**config.mk**
```make
export PLATFORM = sky130hd
export DESIGN_NAME = if_fetch
export DESIGN_NICKNAME = d
export VERILOG_FILES = /design/src/rtl/if_fetch_pkg.sv /design/src/rtl/if_instr_fifo.sv /design/src/rtl/if_fetch.sv
export SDC_FILE = /design/constraint.sdc
export NUM_CORES = 1
export LEC_CHECK = 0
export ABC_AREA = 1
export CAP_MARGIN = 0
export CORE_MARGIN = 2
export CORE_UTILIZATION = 30
export DETAILED_ROUTE_END_ITERATION = 7
export PLACE_DENSITY = 0.46
export SLEW_MARGIN = 20
export SYNTH_ARGS = -nofsm -noshare
export SYNTH_HDL_FRONTEND = slang
export SYNTH_SLANG_ARGS = --single-unit
```
**constraint.sdc**
```tcl
create_clock -name clk_sys_i -period 7.75 [get_ports clk_sys_i]
set_clock_uncertainty 0.2 [all_clocks]
set_input_delay 0.775 -clock clk_sys_i [delete_from_list [all_inputs] [get_ports clk_sys_i]]
set_output_delay 0.775 -clock clk_sys_i [all_outputs]
set_load 0.05 [all_outputs]
```
**src/rtl/if_fetch_pkg.sv**
```systemverilog
// Shared fetch-stage constants, the buffered entry layout and a word-alignment helper.
package if_fetch_pkg;

  localparam int          XLEN      = 32;
  localparam logic [31:0] INSTR_NOP = 32'h0000_0013;
  localparam logic [31:0] PC_STEP   = 32'd4;

  typedef struct packed {
    logic [XLEN-1:0] pc;
    logic [XLEN-1:0] instr;
  } fetch_entry_t;

  function automatic logic [XLEN-1:0] align_word(input logic [XLEN-1:0] addr);
    return {addr[XLEN-1:2], 2'b00};
  endfunction

endpackage

```
**src/rtl/if_instr_fifo.sv**
```systemverilog
// Small synchronous FIFO with flush; head is read combinationally from storage so a
// pushed entry becomes visible the cycle after the push.
module if_instr_fifo #(
  parameter int DEPTH = 2,
  parameter int WIDTH = 64
) (
  input  logic                       clk_i,
  input  logic                       rst_n_i,
  input  logic                       push_i,
  input  logic [WIDTH-1:0]           push_data_i,
  input  logic                       pop_i,
  input  logic                       flush_i,
  output logic [WIDTH-1:0]           head_o,
  output logic                       full_o,
  output logic                       empty_o,
  output logic [$clog2(DEPTH):0]     count_o
);

  localparam int AW = $clog2(DEPTH);
  localparam int CW = AW + 1;
  localparam logic [CW-1:0] DEPTH_W = DEPTH[CW-1:0];

  logic [WIDTH-1:0] mem_q [DEPTH];
  logic [AW-1:0]    wr_ptr_q, rd_ptr_q;
  logic [CW-1:0]    count_q;
  logic             push_eff, pop_eff;

  assign empty_o  = (count_q == '0);
  assign full_o   = (count_q == DEPTH_W);
  assign count_o  = count_q;
  assign head_o   = mem_q[rd_ptr_q];
  assign pop_eff  = pop_i && !empty_o;
  // A full FIFO still accepts a push when the head leaves in the same cycle.
  assign push_eff = push_i && (!full_o || pop_eff);

  always_ff @(posedge clk_i or negedge rst_n_i) begin
    if (!rst_n_i) begin
      wr_ptr_q <= '0;
      rd_ptr_q <= '0;
      count_q  <= '0;
    end else if (flush_i) begin
      wr_ptr_q <= '0;
      rd_ptr_q <= '0;
      count_q  <= '0;
    end else begin
      if (push_eff) wr_ptr_q <= wr_ptr_q + 1'b1;
      if (pop_eff)  rd_ptr_q <= rd_ptr_q + 1'b1;
      count_q <= count_q + CW'(push_eff) - CW'(pop_eff);
    end
  end

  always_ff @(posedge clk_i) begin
    if (push_eff && !flush_i) mem_q[wr_ptr_q] <= push_data_i;
  end

`ifndef SYNTHESIS
  assert property (@(posedge clk_i) disable iff (!rst_n_i)
                   !(push_i && full_o && !pop_eff && !flush_i))
    else $error("if_instr_fifo: push into full FIFO");
`endif

endmodule

```
**src/rtl/if_fetch.sv**
```systemverilog
// Instruction fetch stage: owns the PC, issues credit-limited word reads, buffers
// responses with their addresses and hands {instr, pc} to ID; redirects flush and drop.
module if_fetch
  import if_fetch_pkg::*;
#(
  parameter logic [31:0] RESET_PC   = 32'h0000_0000,
  parameter int          FIFO_DEPTH = 2
) (
  input  logic        clk_sys_i,
  input  logic        rst_sys_n_i,
  output logic        imem_req_valid_o,
  input  logic        imem_req_ready_i,
  output logic [31:0] imem_addr_o,
  input  logic        imem_rsp_valid_i,
  input  logic [31:0] imem_rsp_data_i,
  input  logic        redirect_valid_i,
  input  logic [31:0] redirect_pc_i,
  output logic        instr_valid_o,
  input  logic        id_ready_i,
  output logic [31:0] instr_o,
  output logic [31:0] pc_o
);

  localparam int CW = $clog2(FIFO_DEPTH) + 1;
  localparam logic [CW:0] DEPTH_W = FIFO_DEPTH[CW:0];

  logic [31:0]   pc_q, pc_d;
  logic [CW-1:0] inflight_q, inflight_d;
  logic [CW-1:0] drop_q, drop_d;
  logic          run_q;

  logic [CW-1:0] fifo_count;
  logic          fifo_empty, fifo_full;
  fetch_entry_t  fifo_head, fifo_push_data;
  logic          fifo_push, fifo_pop;

  logic [31:0]   addr_head;
  logic [CW-1:0] addr_count;
  logic          addr_empty, addr_full, addr_pop;

  logic [CW:0]   credit_used;
  logic          req_fire, dropping;

  // Buffered entries plus outstanding reads never exceed the FIFO depth.
  assign credit_used      = {1'b0, fifo_count} + {1'b0, inflight_q};
  assign imem_req_valid_o = run_q && (credit_used < DEPTH_W) && !redirect_valid_i;
  assign imem_addr_o      = pc_q;
  assign req_fire         = imem_req_valid_o && imem_req_ready_i;
  assign dropping         = (drop_q != '0);

  assign addr_pop       = imem_rsp_valid_i && !dropping;
  assign fifo_push      = imem_rsp_valid_i && !dropping && !redirect_valid_i;
  assign fifo_pop       = instr_valid_o && id_ready_i && !redirect_valid_i;
  assign fifo_push_data = '{pc: addr_head, instr: imem_rsp_data_i};

  assign instr_valid_o = !fifo_empty;
  assign instr_o       = instr_valid_o ? fifo_head.instr : INSTR_NOP;
  assign pc_o          = instr_valid_o ? fifo_head.pc : 32'h0;

  always_comb begin
    pc_d       = pc_q;
    inflight_d = inflight_q + CW'(req_fire) - CW'(imem_rsp_valid_i);
    drop_d     = drop_q;
    if (redirect_valid_i) begin
      pc_d   = align_word(redirect_pc_i);
      // Everything still outstanding after this edge belongs to the old stream.
      drop_d = inflight_d;
    end else begin
      if (req_fire)                     pc_d   = pc_q + PC_STEP;
      if (imem_rsp_valid_i && dropping) drop_d = drop_q - 1'b1;
    end
  end

  always_ff @(posedge clk_sys_i or negedge rst_sys_n_i) begin
    if (!rst_sys_n_i) begin
      pc_q       <= align_word(RESET_PC);
      inflight_q <= '0;
      drop_q     <= '0;
      run_q      <= 1'b0;
    end else begin
      pc_q       <= pc_d;
      inflight_q <= inflight_d;
      drop_q     <= drop_d;
      run_q      <= 1'b1;
    end
  end

  // Addresses of live (non-dropped) reads, matched to responses in order.
  if_instr_fifo #(.DEPTH(FIFO_DEPTH), .WIDTH(32)) u_addr_q (
    .clk_i       (clk_sys_i),
    .rst_n_i     (rst_sys_n_i),
    .push_i      (req_fire),
    .push_data_i (pc_q),
    .pop_i       (addr_pop),
    .flush_i     (redirect_valid_i),
    .head_o      (addr_head),
    .full_o      (addr_full),
    .empty_o     (addr_empty),
    .count_o     (addr_count)
  );

  if_instr_fifo #(.DEPTH(FIFO_DEPTH), .WIDTH($bits(fetch_entry_t))) u_instr_fifo (
    .clk_i       (clk_sys_i),
    .rst_n_i     (rst_sys_n_i),
    .push_i      (fifo_push),
    .push_data_i (fifo_push_data),
    .pop_i       (fifo_pop),
    .flush_i     (redirect_valid_i),
    .head_o      (fifo_head),
    .full_o      (fifo_full),
    .empty_o     (fifo_empty),
    .count_o     (fifo_count)
  );

  logic unused_flags;
  assign unused_flags = ^{addr_full, addr_empty, addr_count, fifo_full};

endmodule
```
# Word level (Yosys, flattened, before mapping)
# Memory sizes are Yosys's and may differ from the RTL's.
# Cells that the tools add are included.
# word_totals
reg_bits	45
mem_bits_rw	192
input_bits	70
output_inout_bits	98
elab_cells	79
mem_count	2
# mem_list
memory	depth	width	rd	rd_ports_with_merged_regs	wr	line	rtl
u_instr_fifo.mem_q	2	64	1	0	1	if_instr_fifo.sv:23	logic [WIDTH-1:0] mem_q [DEPTH];
u_addr_q.mem_q	2	32	1	0	1	if_instr_fifo.sv:23	
# op_classes
n_addsub	13
magnitude_cmp	1
eq_ne	2
n_mux	20
reduce_logical	31
# ops
cell	count
$mux W32	4
$add A32 B3 Y32 const B	1
$logic_and A1 B1 Y1	14
$reduce_bool A2 Y1	7
$mux W1	12
$mux W2	4
$add A2 B1 Y2	3
$logic_not A1 Y1	6
$sub A2 B1 Y2	3
$add A1 B1 Y1 const B	4
$eq A2 B2 Y1 const B	2
$logic_not A2 Y1	2
$add A2 B2 Y3	1
$lt A3 B2 Y1 const B	1
$logic_or A1 B1 Y1	2
$sub A2 B1 Y2 const B	1

# Depth between registers and ports, before layout
# Gate-level depths: netlist of run 1.
# depth
ltp_word	10
mapped_depth	14
depth_no_buf	12

# By module
# Synthesis of run 1 repeated with hierarchy kept, for this count alone.
# unflattened
cells_unflattened	1096
hier_area_um2	10616.4
# modules_own_cells
module	instances	cells_each	area_per_inst_um2	seq_area_each_um2
if_instr_fifo (u_instr_fifo)	1	373	4927.2	3943.8
if_fetch	1	517	3086.7	875.8
if_instr_fifo (u_addr_q)	1	206	2602.5	2021.9

# Worst setup path before layout of run 1
# No wires, ideal clock.
# synth_path
path_kind	input to register
startpoint	in imem_rsp_valid_i
endpoint	mem u_instr_fifo.mem_q[0][0] (enable)
setup_ps	482
t_arrival_ps	3629
required_time_ps	7068
path_slack_ps	3439
stages	4
n_path_buf	0
cell_sequence	nand2_1 > nor2_1 > nand2_1 > nor2_1
# synth_via
elab_chain_cells	6
# synth_lines
item	line	rtl
from (decl)	if_fetch.sv:14	input logic imem_rsp_valid_i,
$logic_and A1 B1 Y1 (2 in series)	if_fetch.sv:52	assign fifo_push = imem_rsp_valid_i && !dropping && !redirect_valid_i;
$logic_and A1 B1 Y1	if_instr_fifo.sv:34	assign push_eff = push_i && (!full_o || pop_eff);
$logic_and A1 B1 Y1	if_instr_fifo.sv:53	if (push_eff && !flush_i) mem_q[wr_ptr_q] <= push_data_i;
$mux W1	if_instr_fifo.sv:53	
$mux W1 (implied by the code)	if_instr_fifo.sv:53	
to (decl)	if_instr_fifo.sv:23	
# Every way passes these cells.

# Worst setup path after layout of run 1
# layout_path
startpoint	reg u_instr_fifo.rd_ptr_q
endpoint	out instr_o[31]
# layout_via
elab_chain_cells	2
# layout_lines
item	line	rtl
from (decl)	if_instr_fifo.sv:24	logic [AW-1:0] wr_ptr_q, rd_ptr_q;
from (signal assigned)	if_instr_fifo.sv:47	if (pop_eff) rd_ptr_q <= rd_ptr_q + 1'b1;
$mem_v2 Z2 W64	n/a	
$mux W32	if_fetch.sv:57	assign instr_o = instr_valid_o ? fifo_head.instr : INSTR_NOP;
to (decl)	if_fetch.sv:20	output logic [31:0] instr_o,
# Every way passes these cells.

==> flow_metrics.tcl, run 1 <==
set metrics [dict create \
    drt_pre_antenna_iters 5 \
    p_leak_nw 4.795 \
    simple_gate_fraction_of_synth_area_pct 20.24 \
    final_period_minus_worst_setup_slack_ps 4383 \
    detailedRoute.firstIterationViolations 391 \
    finalHoldWorstSlack_ps 140.1 \
    die_footprint_um2 33890 \
    mappedNetlistArea_um2 9731 \
    fp.dieH_um 184.1 \
    drtAntennaViolNets 0 \
    cts_buffers 26 \
    power_report.internal_total_mw 2.544 \
    sw_frac_of_total_pct 34.93 \
    synth-warning-count 0 \
    clockRootBuffer "sky130_fd_sc_hd__clkbuf_16" \
    sequential_cell_area_um2 6603 \
    post_synthesis_share_of_cell_area_spent_on_xor_and_xnor_gates_pct 1.260 \
    cts.path.max_buffers 3 \
    global_route_wire_length_before_repair_um 36720 \
    combinational_family_with_the_most_area_after_synthesis "simple AND/OR/NAND/NOR gates" \
    finalSetupViolCount 0 \
    timing.max_slew.rel_slack_pct 37.02 \
    mostFrequentLayoutCell "sky130_fd_sc_hd__nand2_1" \
    gpl.final_weighted_congestion 0.8057 \
    vdd_ir_drop_max_mv 0.1822 \
    relative_contribution_of_combinational_cells_to_total_power_pct 29.0 \
    core_area_um2 31720 \
    setup_tns_ps 0 \
    track_usage_pct 13.96 \
    placementRows 65 \
    seq_area_frac_synth_pct 67.84 \
    cts_repair_resize_count 0 \
    rsz0062_at_grt "no" \
    final_hold_viol_count 0 \
    first_global_vias 6604 \
    yosys.cell_types.count 29 \
    period_share_pct 56.55 \
    synthToLayoutAreaGrowth_pct 29.88 \
    setup.worst_path.class "reg2out" \
    initial_standard_cell_utilization_of_the_core_pct 30.68 \
    tritoncts_num_sinks 227 \
    synth-adder-area-share_pct 1.234 \
    grt_max_degree 64 \
    required_ps 6780 \
    grt.overflow.total 0 \
    hold_path_class "in2async" \
    cts-htree-levels 1 \
    syn_avg_cell_area_um2 10.51 \
    tightest_slew_ps 944.7 \
    post_route_cells_drive_above_1_share_pct 7.046 \
    avgViaCountPerCell 4.541 \
    width_of_the_die_um 184.1 \
    antennaDiodeCount 0 \
    clk_pin_slew_ps 60 \
    fillerInstances 3102 \
    maxSlewViolCount 0 \
    maxCapViolCount 0 \
    cp-start-kind "flip-flop" \
    route.final.wire_length_um 23680 \
    drt-wirelength-per-cell_um 15.69 \
    p_switching_mw 1.366 \
    cellPowerDensity_nw_per_um2 309.4 \
    postSynthCellCount 926 \
    drcViolationCount 0 \
    detailed_place_hpwl_um 14810 \
    most-common-layout-cells "343 x sky130_fd_sc_hd__nand2_1, 184 x sky130_fd_sc_hd__edfxtp_1, 160 x sky130_fd_sc_hd__clkdlybuf4s50_1" \
    share_clk_of_total_power_pct 31.1 \
    cp_endpoint_kind "output port" \
    critical_path_peak_fanout 63 \
    arrival_time_of_the_worst_setup_path_ps 3410 \
    fin_nets 1166 \
    tritoncts "yes" \
    max_clock_freq_ghz 0.2282 \
    p_seq_share_pct 39.9 \
    hold_buffers 0 \
    outcome "complete, no violations" \
    portbufs 161 \
    synth_compound_gate_area_share_pct 5.092 \
    grt_antenna_before_repair 0 \
    multi_input_comb_area_um2 2754 \
    route.vias.total 6853 \
    worst_skew_pair.late_latency_ps 520 \
    yosys_register_bits 227 \
    cts.repair_timing.setup_buffer_count 0 \
    share_of_synthesized_area_spent_on_multiplexers_pct 0 \
    io_pins 168 \
]
-- path summary, 6_finish.rpt --
check,from,to,slack [ps],cells past startpoint
max,u_instr_fifo.rd_ptr_q,instr_o[31],3370,6
max reg2reg,u_instr_fifo.count_o[0],u_addr_q.mem_q[1][27],3780,9
max in group asynchronous,rst_sys_n_i,u_instr_fifo.rd_ptr_q,6740,2
min reg2reg,u_addr_q.wr_ptr_q,u_addr_q.wr_ptr_q,320,1
min,rst_sys_n_i,imem_addr_o[26],140,2
min in group clk_sys_i,u_addr_q.wr_ptr_q,u_addr_q.wr_ptr_q,320,1
-- synth_stat cells --
| cell type | count | area (um2) |
|---|---|---|
| sky130_fd_sc_hd__nand2_1 | 343 | 1287 |
| sky130_fd_sc_hd__edfxtp_1 | 184 | 5525 |
| sky130_fd_sc_hd__nand3_1 | 67 | 335.3 |
| sky130_fd_sc_hd__a21oi_1 | 61 | 305.3 |
| sky130_fd_sc_hd__inv_1 | 58 | 217.7 |
| sky130_fd_sc_hd__nor2_1 | 49 | 183.9 |
| sky130_fd_sc_hd__dfrtp_1 | 43 | 1076 |
| sky130_fd_sc_hd__clkbuf_1 | 26 | 97.59 |
| sky130_fd_sc_hd__o21ai_0 | 15 | 75.07 |
| sky130_fd_sc_hd__xnor2_1 | 10 | 87.58 |
| sky130_fd_sc_hd__ha_1 | 8 | 100.1 |
| sky130_fd_sc_hd__buf_2 | 7 | 35.03 |
| sky130_fd_sc_hd__o21bai_1 | 7 | 52.55 |
| sky130_fd_sc_hd__buf_4 | 6 | 45.04 |
| sky130_fd_sc_hd__nor2_4 | 6 | 67.56 |
| sky130_fd_sc_hd__o211ai_1 | 5 | 37.54 |
| sky130_fd_sc_hd__o21ai_1 | 5 | 25.02 |
| sky130_fd_sc_hd__nand2_2 | 4 | 25.02 |
| sky130_fd_sc_hd__xor2_1 | 4 | 35.03 |
| sky130_fd_sc_hd__inv_2 | 3 | 11.26 |
| sky130_fd_sc_hd__nor2_2 | 3 | 18.77 |
| sky130_fd_sc_hd__nor3_1 | 3 | 15.01 |
| sky130_fd_sc_hd__buf_1 | 2 | 7.510 |
| sky130_fd_sc_hd__conb_1 | 2 | 7.510 |
| sky130_fd_sc_hd__and2_1 | 1 | 6.260 |
| sky130_fd_sc_hd__fa_1 | 1 | 20.02 |
| sky130_fd_sc_hd__nand2_4 | 1 | 11.26 |
| sky130_fd_sc_hd__nand4_1 | 1 | 6.260 |
| sky130_fd_sc_hd__nand4_2 | 1 | 12.51 |
-- state kept, by name, summed over array words and instances, names as in the netlist --
| signal | cells |
|---|---|
| drop_q | 2 |
| imem_addr_o | 30 |
| inflight_q | 2 |
| run_q | 1 |
| u_addr_q.count_o | 2 |
| u_addr_q.mem_q | 60 |
| u_addr_q.rd_ptr_q | 1 |
| u_addr_q.wr_ptr_q | 1 |
| u_instr_fifo.count_o | 2 |
| u_instr_fifo.mem_q | 124 |
| u_instr_fifo.rd_ptr_q | 1 |
| u_instr_fifo.wr_ptr_q | 1 |
-- layout make-up --
cell class	count	share of cell area (%)
flip-flops and latches	227	52.24
inverters	61	1.812
clock buffers	34	5.871
clock inverters	14	0.9999
multi-input cells	600	21.79
well taps	402	3.980
repair buffers	171	13.31
-- power groups by stage --
stage          logic [mW]  clock network (mW)  registers [mW]
2_1_floorplan       0.667                   0            1.65
3_3_place_gp         1.15                   0            1.59
3_5_place_dp         1.15                   0            1.59
4_1_cts              1.16                1.26            1.56
5_1_grt              1.23                1.31            1.58
6_report             1.13                1.21            1.56
-- critical path, cell delays in order, from the launching register on --
cell and delay, ps:
sky130_fd_sc_hd__dfrtp_2 380, sky130_fd_sc_hd__buf_4 330, sky130_fd_sc_hd__inv_2 550, sky130_fd_sc_hd__buf_4 490, sky130_fd_sc_hd__nand2_1 100, sky130_fd_sc_hd__a21oi_1 180, sky130_fd_sc_hd__clkdlybuf4s50_1 830
-- routing by layer --
metal	share of wire, %	track usage [%]	vias up	routed length [um]
li1	-	-	3406	-
met1	47	19.97	3224	11230
met2	45	21.83	188	10620
met3	6.0	2.786	35	1413
met4	1.8	3.328	0	416
met5	0	0	-	0
-- through the flow --
stage / std cells / power [mW] / area (um2) / setup slack (ps) / utilization (%)
3_3_place_gp: 1461 / 2.734 / 11770 / 2999 / 37.11
5_1_grt: 1509 / 4.114 / 12640 / 3104 / 39.85
6_report: 1509 / 3.911 / 12640 / 3367 / 39.85
2_1_floorplan: 929 / 2.316 / 9742 / 3439 / -
3_5_place_dp: 1461 / 2.739 / 11770 / 2958 / 37.11
4_1_cts: 1509 / 3.975 / 12640 / 3237 / 39.85
-- logic make-up after synthesis --
group                    after synthesis
flip-flops                           227
AO/OA/AOI/OAI                         93
adder cells (fa/ha/maj)                9
XOR/XNOR                              14
other                                  2
AND/OR/NAND/NOR                      479
buffers and inverters                102
Note: power is estimated with default switching activity, not from simulation.
==> inputs of run 2 (changes only) <==
- clock period: 7.75 -> 4.1 ns (I/O delays scaled with it)
==> flow_metrics.tcl, run 2 (synthesis results as in run 1) <==
set metrics [dict create \
    drtAntennaViolNets 0 \
    grt.overflow.total 0 \
    clk_pin_slew_ps 60 \
    cts.path.max_buffers 3 \
    p_leak_nw 4.835 \
    cts_buffers 27 \
    period_share_pct 88.34 \
    largest_register "u_instr_fifo.mem_q" \
    antennaDiodeCount 0 \
    global_route_wire_length_before_repair_um 37630 \
    cp-start-kind "flip-flop" \
    maxSlewViolCount 0 \
    most-common-layout-cells "343 x sky130_fd_sc_hd__nand2_1, 184 x sky130_fd_sc_hd__edfxtp_1, 160 x sky130_fd_sc_hd__clkdlybuf4s50_1" \
    drcViolationCount 0 \
    width_of_the_die_um 184.1 \
    fin_nets 1176 \
    tritoncts_num_sinks 227 \
    synthToLayoutAreaGrowth_pct 30.87 \
    setup_tns_ps 0 \
    final_period_minus_worst_setup_slack_ps 3622 \
    portbufs 161 \
    route.final.wire_length_um 24140 \
    timing.max_slew.rel_slack_pct 52.41 \
    clockRootBuffer "sky130_fd_sc_hd__clkbuf_16" \
    placed_cells 1469 \
    critPathMaxStageDelay_ps 880 \
    cts_repair_resize_count 0 \
    tritoncts "yes" \
    detailedRoute.firstIterationViolations 398 \
    cp_endpoint_kind "output port" \
    track_usage_pct 14.25 \
    maxCapViolCount 0 \
    grt_max_degree 44 \
    worst_path_dominant_cell_family "buffers and inverters" \
    drt-wirelength-per-cell_um 15.89 \
    arrival_time_of_the_worst_setup_path_ps 3010 \
    cp_num_buf_inv 2 \
    drt_pre_antenna_iters 5 \
    post_route_cells_drive_above_1_share_pct 7.162 \
    sw_frac_of_total_pct 35.08 \
    required_ps 3490 \
    first_global_vias 6648 \
    p_switching_mw 2.587 \
    worst_skew_pair.late_latency_ps 510 \
    die_footprint_um2 33890 \
    slowest_stage "sky130_fd_sc_hd__clkdlybuf4s50_1" \
    placementRows 65 \
    layout_setup_ws_ps 478.2 \
    outcome "complete, no violations" \
    tightest_slew_ps 713.9 \
    initial_standard_cell_utilization_of_the_core_pct 30.68 \
    mostFrequentLayoutCell "sky130_fd_sc_hd__nand2_1" \
    setup.worst_path.class "reg2out" \
    timing.critical_path.depth 4 \
    p_seq_share_pct 40.3 \
    hold_path_class "in2reg" \
    stdcell_area_um2 12730 \
    final_hold_viol_count 0 \
    fillerInstances 3080 \
    route.vias.total 6778 \
    finalSetupViolCount 0 \
    io_pins 168 \
    grt_antenna_before_repair 0 \
    worst_r2r_path_depth 12 \
    avgViaCountPerCell 4.462 \
    worstPathCellList "buf_4 > nand2_1 > a21oi_1 > clkdlybuf4s50_1" \
    sum_of_internal_switching_and_leakage_power_mw 7.375 \
    detailed_place_hpwl_um 15560 \
    critical_path_peak_fanout 34 \
    gpl.final_weighted_congestion 0.7982 \
    sequential_cell_area_um2 6603 \
    post_dp_cell_area_um2 11890 \
    rsz0062_at_grt "no" \
    core_area_um2 31720 \
    cellPowerDensity_nw_per_um2 579.2 \
    fp.dieH_um 184.1 \
    hold-path-cell-count 3 \
    setup_slack_at_placement_ps 899.3 \
    multi_input_comb_area_um2 2754 \
    layout.cells.non_filler 1519 \
    relative_contribution_of_combinational_cells_to_total_power_pct 29.4 \
    share_clk_of_total_power_pct 30.3 \
    power_report.internal_total_mw 4.788 \
    max_clock_freq_ghz 0.2761 \
    max_reg_flops 124 \
    cts-htree-levels 1 \
    vdd_ir_drop_max_mv 0.3379 \
]
[run 2: what timing repair did]
item                      4_1_cts  5_1_grt
hold endpoints to repair       43        0
setup buffers                   0        0
hold buffers                    1        0
[run 2: worst register-to-register path: cells and delay by family (launching register included)]
| family | cells | cell delay (ps) |
|---|---|---|
| AND/OR/NAND/NOR | 5 | 920 |
| XOR/XNOR | 2 | 330 |
| flip-flops | 1 | 420 |
| buffers and inverters | 2 | 80 |
| adder cells (fa/ha/maj) | 3 | 1140 |
[run 2: cell type report]
cell class	count	area share (%)
inverters	61	1.798
repair buffers	180	14.25
multi-input cells	600	21.63
clock buffers	34	5.590
clock inverters	15	0.9432
well taps	402	3.950
flip-flops and latches	227	51.85
[run 2: metrics by stage]
step / hold WS (ps) / util, %
floorplan: -85.59 / -
global placement: 305.2 / 37.50
detailed placement: 309.1 / 37.50
CTS: 236.8 / 40.15
global route: 257.3 / 40.15
finish: 264.1 / 40.15
[run 2: worst paths after layout]
| path | start | to | slack, ps |
|---|---|---|---|
| max reg2reg | u_instr_fifo.count_o[0] | drop_q[1] | 950 |
| min | redirect_pc_i[12] | imem_addr_o[12] | 260 |
| max | u_instr_fifo.rd_ptr_q | pc_o[18] | 480 |
| min in group asynchronous | rst_sys_n_i | imem_addr_o[26] | 310 |
| max in group asynchronous | rst_sys_n_i | u_instr_fifo.rd_ptr_q | 2930 |
| min reg2reg | u_addr_q.wr_ptr_q | u_addr_q.wr_ptr_q | 320 |
[run 2: power groups by stage]
stage | Combinational (mW) | Clock (mW) | Sequential (mW)
after detailed placement | 2.20 | 0 | 3.02
after floorplan | 1.26 | 0 | 3.12
after global placement | 2.20 | 0 | 3.02
final | 2.17 | 2.23 | 2.97
after CTS | 2.21 | 2.31 | 2.98
after global routing | 2.35 | 2.40 | 3.00
[run 2: layer usage]
| metal | vias to the layer above | GRT usage [%] | part of all wire, % |
|---|---|---|---|
| met5 | - | 0 | 0 |
| met2 | 179 | 21.93 | 44 |
| li1 | 3426 | - | - |
| met3 | 31 | 2.509 | 5.4 |
| met4 | 0 | 3.136 | 1.6 |
| met1 | 3142 | 20.98 | 49 |
==> inputs of run 3 (changes only) <==
- CORE_MARGIN: 2 -> not set
==> flow_metrics.tcl, run 3 (synthesis results as in run 1) <==
set metrics [dict create \
    maxSlewViolCount 0 \
    cts.repair_timing.setup_buffer_count 0 \
    most-common-layout-cells "343 x sky130_fd_sc_hd__nand2_1, 184 x sky130_fd_sc_hd__edfxtp_1, 160 x sky130_fd_sc_hd__clkdlybuf4s50_1" \
    slowest_stage "sky130_fd_sc_hd__clkdlybuf4s50_1" \
    outcome "complete, no violations" \
    route.final.wire_length_um 24030 \
    post_route_cells_drive_above_1_share_pct 6.559 \
    clockRootBuffer "sky130_fd_sc_hd__clkbuf_16" \
    detailed_place_hpwl_um 15010 \
    worst_path_dominant_cell_family "buffers and inverters" \
    global_route_wire_length_before_repair_um 37040 \
    drt-wirelength-per-cell_um 15.86 \
    tritoncts "yes" \
    tightest_slew_ps 739.4 \
    cts_repair_resize_count 0 \
    worstReg2RegStart "u_instr_fifo.count_o[0]" \
    rr_endpoint "u_addr_q.mem_q[0][7]" \
    initial_standard_cell_utilization_of_the_core_pct 30.68 \
    tritoncts_num_sinks 227 \
    sum_of_internal_switching_and_leakage_power_mw 7.344 \
    placementRows 65 \
    maxCapViolCount 0 \
    drt_pre_antenna_iters 4 \
    setup_tns_ps 0 \
    fillerInstances 3070 \
    p_leak_nw 4.802 \
    cts.path.max_buffers 3 \
    worstPathCellList "inv_2 > buf_12 > nand2_1 > a21oi_1 > clkdlybuf4s50_1" \
    drcViolationCount 0 \
    portbufs 161 \
    fp.dieH_um 182.1 \
    hold_path_class "in2async" \
    worst_r2r_path_depth 10 \
    clk_pin_slew_ps 60 \
    sequential_cell_area_um2 6603 \
    largest_register "u_instr_fifo.mem_q" \
    worst_skew_pair.late_latency_ps 520 \
    cellPowerDensity_nw_per_um2 579.6 \
    cts_buffers 26 \
    die_footprint_um2 33160 \
    required_ps 3490 \
    period_share_pct 82.91 \
    reg2reg_setup_slack_ps 1330 \
    critPathMaxStageDelay_ps 830 \
    core_area_um2 31720 \
    cp_num_buf_inv 3 \
    worst_setup_path_endpoint "instr_o[20]" \
    io_pins 168 \
    drtAntennaViolNets 0 \
    grt.overflow.total 0 \
    multi_input_comb_area_um2 2754 \
    finalHoldWorstSlack_ps 141.2 \
    final_period_minus_worst_setup_slack_ps 3399 \
    track_usage_pct 14.40 \
    cts-htree-levels 1 \
    first_global_vias 6494 \
    avgViaCountPerCell 4.514 \
    hold_buffers 1 \
    arrival_time_of_the_worst_setup_path_ps 2790 \
    finalSetupViolCount 0 \
    grt_max_degree 63 \
    max_clock_freq_ghz 0.2942 \
    mostFrequentLayoutCell "sky130_fd_sc_hd__nand2_1" \
    synthToLayoutAreaGrowth_pct 30.20 \
    route.vias.total 6839 \
    vdd_ir_drop_max_mv 0.2905 \
    rsz0062_at_grt "no" \
    crit_start "u_instr_fifo.rd_ptr_q" \
    cp-start-kind "flip-flop" \
    grt_antenna_before_repair 0 \
    setup.worst_path.class "reg2out" \
    detailedRoute.firstIterationViolations 335 \
    final_hold_viol_count 0 \
    critical_path_peak_fanout 33 \
    cp_endpoint_kind "output port" \
    max_reg_flops 124 \
    gpl.final_weighted_congestion 0.7872 \
    timing.max_slew.rel_slack_pct 50.71 \
    antennaDiodeCount 0 \
    fin_util_pct 39.94 \
    timing.critical_path.depth 5 \
    fin_nets 1173 \
    width_of_the_die_um 182.1 \
]
run 3: worst min-delay path by stage:
stage,cells after the start,from,endpoint,slack (ps)
2_1_floorplan,0,rst_sys_n_i,drop_q[0],-90
3_3_place_gp,1,rst_sys_n_i,imem_addr_o[26],190
3_5_place_dp,1,rst_sys_n_i,imem_addr_o[26],190
4_1_cts,2,rst_sys_n_i,imem_addr_o[24],160
5_1_grt,2,rst_sys_n_i,imem_addr_o[22],180
6_report,2,rst_sys_n_i,imem_addr_o[22],140
run 3: routing by layer:
layer / GRT usage, % / share of wire, % / up-vias
li1: - / - / 3425
met1: 20.75 / 50 / 3208
met2: 22.56 / 44 / 173
met5: 0 / 0 / -
met3: 2.455 / 4.7 / 33
met4: 3.429 / 1.5 / 0
run 3: cell type report:
class / count / share of cell area, %
well taps: 402 / 3.970
flip-flops and latches: 227 / 52.11
multi-input cells: 600 / 21.74
repair buffers: 178 / 14.00
inverters: 61 / 1.807
clock buffers: 36 / 5.599
clock inverters: 11 / 0.7703
run 3: worst reg2reg max path, delay by kind of cell (launching register included):
family,cells,cell delay [ps]
AND/OR/NAND/NOR,5,580
flip-flops,1,420
adder cells (fa/ha/maj),1,430
buffers and inverters,4,750
run 3: stage by stage:
stage	std cells	setup slack, ps	area, um2
floorplan	929	-48.51	9742
global placement	1467	1197	11850
detailed placement	1467	1178	11850
CTS	1515	633.9	12670
global route	1515	501.6	12670
finish	1515	700.9	12670
run 3: report_power, final:
| group | internal [mW] | total, mW | switching (mW) |
|---|---|---|---|
| registers | 2.77 | 2.95 | 0.182 |
| clock network | 1.32 | 2.20 | 0.876 |
| logic | 0.672 | 2.19 | 1.52 |
| total | 4.77 | 7.34 | 2.58 |
